## config.mk

```make
export PLATFORM = sky130hd
export DESIGN_NAME = vga_timing
export DESIGN_NICKNAME = d
export VERILOG_FILES = /design/src/rtl/vga_pkg.sv /design/src/rtl/sync_delay.sv /design/src/rtl/vga_timing.sv
export SDC_FILE = /design/constraint.sdc
export NUM_CORES = 1
export LEC_CHECK = 0
export ABC_AREA = 1
export CORE_UTILIZATION = 55
export DETAILED_ROUTE_END_ITERATION = 7
export GPL_ROUTABILITY_DRIVEN = 0
export PLACE_DENSITY_LB_ADDON = 0.08
export SYNTH_ARGS = -nofsm -noshare
export SYNTH_HDL_FRONTEND = slang
export SYNTH_SLANG_ARGS = --single-unit
```

## constraint.sdc

```tcl
create_clock -name clk_i -period 2.2 [get_ports clk_i]
set_input_delay 0.44 -clock clk_i [delete_from_list [all_inputs] [get_ports clk_i]]
set_output_delay 0.44 -clock clk_i [all_outputs]
set_load 0.05 [all_outputs]
```

## src/rtl/vga_pkg.sv

```systemverilog
// Shared VGA timing constants: 720x400@70 defaults, counter widths and sync helper.
// Imported by the timing generator and by text-driver users of the same mode.
package vga_pkg;

    localparam int X_W     = 12;
    localparam int Y_W     = 11;
    localparam int FRAME_W = 16;

    localparam int H_ACTIVE_720 = 720;
    localparam int H_FP_720     = 18;
    localparam int H_SYNC_720   = 108;
    localparam int H_BP_720     = 54;

    localparam int V_ACTIVE_400 = 400;
    localparam int V_FP_400     = 12;
    localparam int V_SYNC_400   = 2;
    localparam int V_BP_400     = 35;

    localparam logic HSYNC_POL_720 = 1'b0;
    localparam logic VSYNC_POL_400 = 1'b1;

    localparam int H_TOTAL_720 = H_ACTIVE_720 + H_FP_720 + H_SYNC_720 + H_BP_720;
    localparam int V_TOTAL_400 = V_ACTIVE_400 + V_FP_400 + V_SYNC_400 + V_BP_400;

    // Minimum counter widths for the default mode; the ports use the wider X_W/Y_W.
    localparam int H_TOTAL_W = $clog2(H_TOTAL_720);
    localparam int V_TOTAL_W = $clog2(V_TOTAL_400);

    function automatic logic sync_level(input logic asserted, input logic pol);
        return asserted ? pol : ~pol;
    endfunction

endpackage

```

## src/rtl/sync_delay.sv

```systemverilog
// Parameterised shift register that delays a bundle of sync signals by DEPTH clocks.
// DEPTH = 0 is a plain wire-through; every stage resets to RST_VAL.
module sync_delay #(
    parameter int               DEPTH   = 2,
    parameter int               WIDTH   = 2,
    parameter logic [WIDTH-1:0] RST_VAL = '0
) (
    input  logic             clk_i,
    input  logic             rst_i,
    input  logic [WIDTH-1:0] d,
    output logic [WIDTH-1:0] q
);

    if (DEPTH == 0) begin : g_bypass
        assign q = d;
    end else begin : g_shift
        logic [WIDTH-1:0] stage [DEPTH];

        // NOTE: these stages are real pipeline state feeding outputs, so each one gets
        // a reset value; a RAM-style array with no reset would leave glitches on sync.
        always_ff @(posedge clk_i or posedge rst_i) begin
            if (rst_i) begin
                for (int i = 0; i < DEPTH; i++) stage[i] <= RST_VAL;
            end else begin
                stage[0] <= d;
                for (int i = 1; i < DEPTH; i++) stage[i] <= stage[i-1];
            end
        end

        assign q = stage[DEPTH-1];
    end

endmodule

```

## src/rtl/vga_timing.sv

```systemverilog
// VGA raster timing generator: x/y counters, active/eol/eos flags, delayed syncs
// and a completed-frame counter; all outputs registered and aligned with x/y.
module vga_timing
    import vga_pkg::*;
#(
    parameter int   H_ACTIVE   = H_ACTIVE_720,
    parameter int   H_FP       = H_FP_720,
    parameter int   H_SYNC     = H_SYNC_720,
    parameter int   H_BP       = H_BP_720,
    parameter int   V_ACTIVE   = V_ACTIVE_400,
    parameter int   V_FP       = V_FP_400,
    parameter int   V_SYNC     = V_SYNC_400,
    parameter int   V_BP       = V_BP_400,
    parameter logic HSYNC_POL  = HSYNC_POL_720,
    parameter logic VSYNC_POL  = VSYNC_POL_400,
    parameter int   SYNC_DELAY = 2
) (
    input  logic               clk_i,
    input  logic               rst_i,
    input  logic               en,
    output logic               h_active,
    output logic               v_active,
    output logic               eol,
    output logic               eos,
    output logic               hsync,
    output logic               vsync,
    output logic [X_W-1:0]     x,
    output logic [Y_W-1:0]     y,
    output logic [FRAME_W-1:0] frame
);

    localparam int H_TOTAL = H_ACTIVE + H_FP + H_SYNC + H_BP;
    localparam int V_TOTAL = V_ACTIVE + V_FP + V_SYNC + V_BP;

    localparam logic [X_W-1:0] X_LAST   = X_W'(H_TOTAL - 1);
    localparam logic [X_W-1:0] X_ACTIVE = X_W'(H_ACTIVE);
    localparam logic [X_W-1:0] HS_START = X_W'(H_ACTIVE + H_FP);
    localparam logic [X_W-1:0] HS_END   = X_W'(H_ACTIVE + H_FP + H_SYNC);
    localparam logic [Y_W-1:0] Y_LAST   = Y_W'(V_TOTAL - 1);
    localparam logic [Y_W-1:0] Y_ACTIVE = Y_W'(V_ACTIVE);
    localparam logic [Y_W-1:0] VS_START = Y_W'(V_ACTIVE + V_FP);
    localparam logic [Y_W-1:0] VS_END   = Y_W'(V_ACTIVE + V_FP + V_SYNC);

    logic [FRAME_W-1:0] frame_q;
    logic [X_W-1:0]     x_nxt;
    logic [Y_W-1:0]     y_nxt;
    logic               frame_wrap;
    logic               started;
    logic               hs_raw;
    logic               vs_raw;
    logic [1:0]         sync_q;

    // The first enabled clock after reset presents position 0,0 rather than advancing.
    always_comb begin
        // NOTE: every signal assigned here gets a default first, so no latch is inferred.
        x_nxt      = x;
        y_nxt      = y;
        frame_wrap = 1'b0;
        if (started) begin
            if (x == X_LAST) begin
                x_nxt = '0;
                if (y == Y_LAST) begin
                    y_nxt      = '0;
                    frame_wrap = 1'b1;
                end else begin
                    y_nxt = y + 1'b1;
                end
            end else begin
                x_nxt = x + 1'b1;
            end
        end
    end

    // NOTE: sequential state uses non-blocking assignments only, so every register
    // samples the pre-edge values and the block order cannot create races.
    always_ff @(posedge clk_i or posedge rst_i) begin
        if (rst_i) begin
            started  <= 1'b0;
            x        <= '0;
            y        <= '0;
            frame_q  <= '0;
            h_active <= 1'b0;
            v_active <= 1'b0;
            eol      <= 1'b0;
            eos      <= 1'b0;
            hs_raw   <= ~HSYNC_POL;
            vs_raw   <= ~VSYNC_POL;
        end else if (en) begin
            started  <= 1'b1;
            x        <= x_nxt;
            y        <= y_nxt;
            h_active <= (x_nxt < X_ACTIVE);
            v_active <= (y_nxt < Y_ACTIVE);
            eol      <= (x_nxt == X_ACTIVE);
            eos      <= (x_nxt == X_ACTIVE) && (y_nxt == Y_LAST);
            hs_raw   <= sync_level((x_nxt >= HS_START) && (x_nxt < HS_END), HSYNC_POL);
            vs_raw   <= sync_level((y_nxt >= VS_START) && (y_nxt < VS_END), VSYNC_POL);
            if (frame_wrap) frame_q <= frame_q + 1'b1;
        end else begin
            // Paused: position and frame hold, flags drop, syncs go idle.
            h_active <= 1'b0;
            v_active <= 1'b0;
            eol      <= 1'b0;
            eos      <= 1'b0;
            hs_raw   <= ~HSYNC_POL;
            vs_raw   <= ~VSYNC_POL;
        end
    end

    sync_delay #(
        .DEPTH   (SYNC_DELAY),
        .WIDTH   (2),
        .RST_VAL ({~VSYNC_POL, ~HSYNC_POL})
    ) u_sync_delay (
        .clk_i (clk_i),
        .rst_i (rst_i),
        .d     ({vs_raw, hs_raw}),
        .q     (sync_q)
    );

    assign {vsync, hsync} = sync_q;
    assign frame          = frame_q;

endmodule
```

* Word-level counts from Yosys, hierarchy flattened
Index checks and enable logic that the tools add are counted.
Word-level totals: register bits after elaboration 50, input bits 3, logic and storage cells 45
Cells by class: add/subtract/negate cells 3, magnitude comparators 6, eq/ne operators 4, multiplexer cells 16, reductions and logical operators 4
Operators by type and width (number):
- 2-to-1 mux 11 bit | 3
- == test 12 x 10 -> 1 bit (second input constant) | 2
- < comparator 12 x 10 -> 1 bit (second input constant) | 2
- 2-to-1 mux 12 bit | 2
- == test 11 x 9 -> 1 bit (second input constant) | 2
- < comparator 11 x 9 -> 1 bit (second input constant) | 2
- adder 16 x 1 -> 16 bit (second input constant) | 1
- adder 12 x 1 -> 12 bit (second input constant) | 1
- >= comparator 12 x 10 -> 1 bit (second input constant) | 1
- adder 11 x 1 -> 11 bit (second input constant) | 1
- >= comparator 11 x 9 -> 1 bit (second input constant) | 1
- 2-to-1 mux 1 bit | 11
- logical AND 1 bit | 3
- AND reduction 2 bit | 1

* Depth between registers and ports, before layout
depth in word-level cells 8, depth in mapped cells 14

* Cells and area by module
Synthesis repeated with hierarchy kept, for this count alone.
Unflattened totals: cells, all modules 449, area total of the unflattened synthesis 3183.1 sq um
By module, submodules not included:
- vga_timing | times used 1, cells an instance 442, area each 3061.7 sq um
- sync_delay | times used 1, cells an instance 7, area each 121.4 sq um

* Worst setup path before layout
OpenSTA, ideal clock, no wires.
kind flip-flop to flip-flop, from register x[0], to register frame_q[5] (netlist: frame[5]), library setup time 126 ps, data arrival time 2004 ps, required time 2074 ps, path slack 70 ps, cell stages (with the launch flop) 10, buffers on the path 0, period minus slack after synthesis 2130 ps, path through dfrtp_1 ha_1 nand2_1 nor2_2 nand3_4 nor2_2 nand2_2 nor2_1 nand3_1 xor2_1
Between the ends: cells in the longest elaborated chain, start to end 4
RTL lines:
- start: declaration | line vga_timing.sv:27 | output logic [X_W-1:0] x,
- start signal: assignment | line vga_timing.sv:90 | x <= x_nxt;
- == test 12 x 10 -> 1 bit | line vga_timing.sv:60 | if (x == X_LAST) begin
- 2-to-1 mux 1 bit | line vga_timing.sv:60
- 2-to-1 mux 1 bit | line vga_timing.sv:59 | if (started) begin
- AND reduction 2 bit (no line)
- end signal: assignment | line vga_timing.sv:98 | if (frame_wrap) frame_q <= frame_q + 1'b1;
- end: declaration | line vga_timing.sv:44 | logic [FRAME_W-1:0] frame_q;
Every way passes these cells. A chain may end at the register's enable or synchronous reset.

* Final worst setup path
from register x[4], to output x[4]
No word-level cell between the ends.

==> metrics.md <==
| Metric | Value |
|---|---|
| Crit-path max FO | 9 |
| Nets | roughly 500 |
| Worst-Skew Late Latency | between 0.3 and 0.4 ns |
| WS Path Type | reg2out |
| CP Buf/Inv Count | 1 |
| Crit path largest cell delay | between 0.8 and 0.9 ns |
| Placed Cells | roughly 560 |
| Drt total wl | between 8000 and 9000 µm |
| Worst path arrival time | ~1.7 ns |
| RSZ-0062 raised after global routing | true |
| IO Port Bufs | 47 |
| Synth top area share | between 30% and 40% |
| Status | completed |
| Worst-margin pin slew | just over 0.5 ns |
| Critical Path RT | 1.76 ns |
| Core area | ~5500 µm² |
| Max-slew headroom | about two thirds |
| Post-DP HPWL | between 6000 and 7000 µm |
| Min cycle time layout | 2.17 ns |
| Setup crit start kind | flip-flop |
| Antenna-violating nets left | 0 |
| Cell Chain, Critical Path | clkdlybuf4s50_1 |
| Initial antenna violation count | 0 |
| First-pass GRT wire length | between 10000 and 15000 µm |
| DRC viols | 0 |
| Final instance area | about 4000 µm² |
| Tcrit/Tclk final | a little over nine tenths |
| # IOs | between 40 and 50 |
| Diode count | 0 |
| H-tree Lvls | 2 |
| Die Ht | a little under 80 µm |
| Clk slew on worst S/H paths | approximately 0.10 ns |
| Drt initial violations | 224 |
| Clk root buf | clkbuf_8 |
| Commonest non-fill, non-tap cell in the layout | nand2_1 |
| Largest net degree at the start of global routing | 29 |
| CP top delay family | buffers and inverters |
| Clock Tree Buf Depth | 2 |
| FFs w/ async S/R, synth | between 90% and 100% |
| Post-synthesis register bit count | 50 |
| Vias in the first global route | about 2800 |
| DR vias | a little over 3000 |
| Post-synth EDFFs | 0 |
| Initial core utilization | a little under three fifths |
| Cell Pwr Density | between 700 and 800 nW/µm² |
| Avg WL per Cell | 14.0 µm |
| Most frequent cells in the layout | nand2_1 (128), inv_1 (58), nor2_1 (48) |
| Final setup viols | 0 |
| Fin. Hold Viols | 0 |
| Most used DFF post-synth | dfrtp_1 |
| Sink Count | 50 |
| Fin cells | ~570 |
| Share of cells above drive strength 1 | between 10 and 15% |
| DRT Pass-1 Iters | 5 |
| Core Util, Final | 70.8% |
| VDD IR-drop max | 578 µV |
| Register area share after synthesis | between 30% and 40% |
| Setup crit end kind | primary output |
| Hold_ws | approximately 0.36 ns |
| Yosys top cell by area | dfrtp_1 |
| # Max-Cap Violations | 0 |
| Max-slew violation count | 0 |
| Cell Area, Synth | between 3000 and 4000 µm² |
| Ranking of synthesized cells by area | dfrtp_1 (37%), nand2_1 (15%), inv_1 (7.0%) |
| Final Power | around 3.1 mW |
| Total GRT Usage | 28.3% |
| FP Rows | 27 |
| CTS tree | done |
| Hold buffers post-CTS | 0 |
| Lkg Pwr | between 1.5 and 2 nW |
| DR vias/cell | roughly 5.4 |
| Post-Synthesis Cells | about 450 |
| Syn avg cell area | approximately 7.2 µm² |
| Die area | between 6000 and 7000 µm² |
| Horiz. Die Dim | 78.1 µm |
| Synthesized Nets | 452 |
| Fmax | roughly 460 MHz |
| Total grt overflow | 0 |
| Area Growth Syn to Fin | 23.2% |
| Clock skew | 0.0141 ns |
| CP max stage cell | clkdlybuf4s50_1 |
| Post-place instance area | about 3800 µm² |
| Worst Hold Class | reg2reg |
| CTS buffer count | 5 |
| Ys Warns | 0 |
| Post-synthesis cell type count | 36 |
-- sequential cells by signal (all words and copies together) (netlist names) --
name and flops:
frame 16, x 12, y 11, u_sync_delay.g_shift.stage 2
u_sync_delay.q 2, eol 1, eos 1, h_active 1
hs_raw 1, started 1, v_active 1, vs_raw 1
-- worst paths after layout --
path / startpoint / endpoint / slack, ns / depth (start not counted)
worst max-delay path: x[4] / x[4] / 0.03 / 1
worst min-delay path: u_sync_delay.g_shift.stage[3] / u_sync_delay.q[1] / 0.36 / 0
min in group asynchronous: rst_i / frame[7] / 0.46 / 2
worst min register to register: u_sync_delay.g_shift.stage[3] / u_sync_delay.q[1] / 0.36 / 0
max in group asynchronous: rst_i / x[1] / 1.20 / 3
worst max register to register: x[0] / eos / 0.15 / 13
-- layer usage --
layer / global-route usage, % / part of all wire, %
met1: 38.3 / 45
met2: 46.3 / 46
met3: 4.30 / 7.4
met4: 9.63 / 1.5
met5: 0 / 0
-- cell usage after synthesis (3+ instances only) --
cell and number:
nand4_1 15, nand3_1 36, nand2_2 3, xor2_1 11, nor2_2 7, inv_1 59, a21oi_1 4, ha_1 4
nor2_4 7, clkbuf_1 5, nor4_1 3, nor2_1 49, nand2_1 128, dfstp_2 3, dfrtp_1 47, o21ai_0 34
nor3_1 4
-- metrics by stage --
stage / setup TNS, ns / setup slack [ns]
6_report: 0 / 0.0318
5_1_grt: -0.00936 / -0.00936
4_1_cts: 0 / 0.0246
3_5_place_dp: -0.0872 / -0.0872
3_3_place_gp: 0 / 0.00666
2_1_floorplan: 0 / 0.0705
-- logic make-up after synthesis --
logic type,synth area share [%]
compound gates,7.43
xor+xnor,4.09
simple gates,37.7
flops,39.4
fa+ha+maj,1.57
mux,0.354
buf+inv,9.39
-- power breakdown --
| part | switching [mW] | total [mW] | internal [mW] |
|---|---|---|---|
| registers | 0.160 | 1.17 | 1.01 |
| logic | 0.846 | 1.24 | 0.390 |
| clock network | 0.335 | 0.681 | 0.345 |
| total | 1.34 | 3.09 | 1.75 |
-- final cells by class --
cell class,count,area (µm²)
clock buffer,5,68.8
fill,489,1620
multi-input combinational,322,1660
tap,72,90.1
inverter,62,233
sequential,50,1260
timing repair buffer,58,566
clock inverter,3,47.5
-- timing repair --
action / CTS / global route
gates resized for setup: 2 / 6
pin swaps: 0 / 1
setup buffers: 0 / 1
endpoints found under the setup margin: 3 / 7
Note: power is estimated with default switching activity, not from simulation.
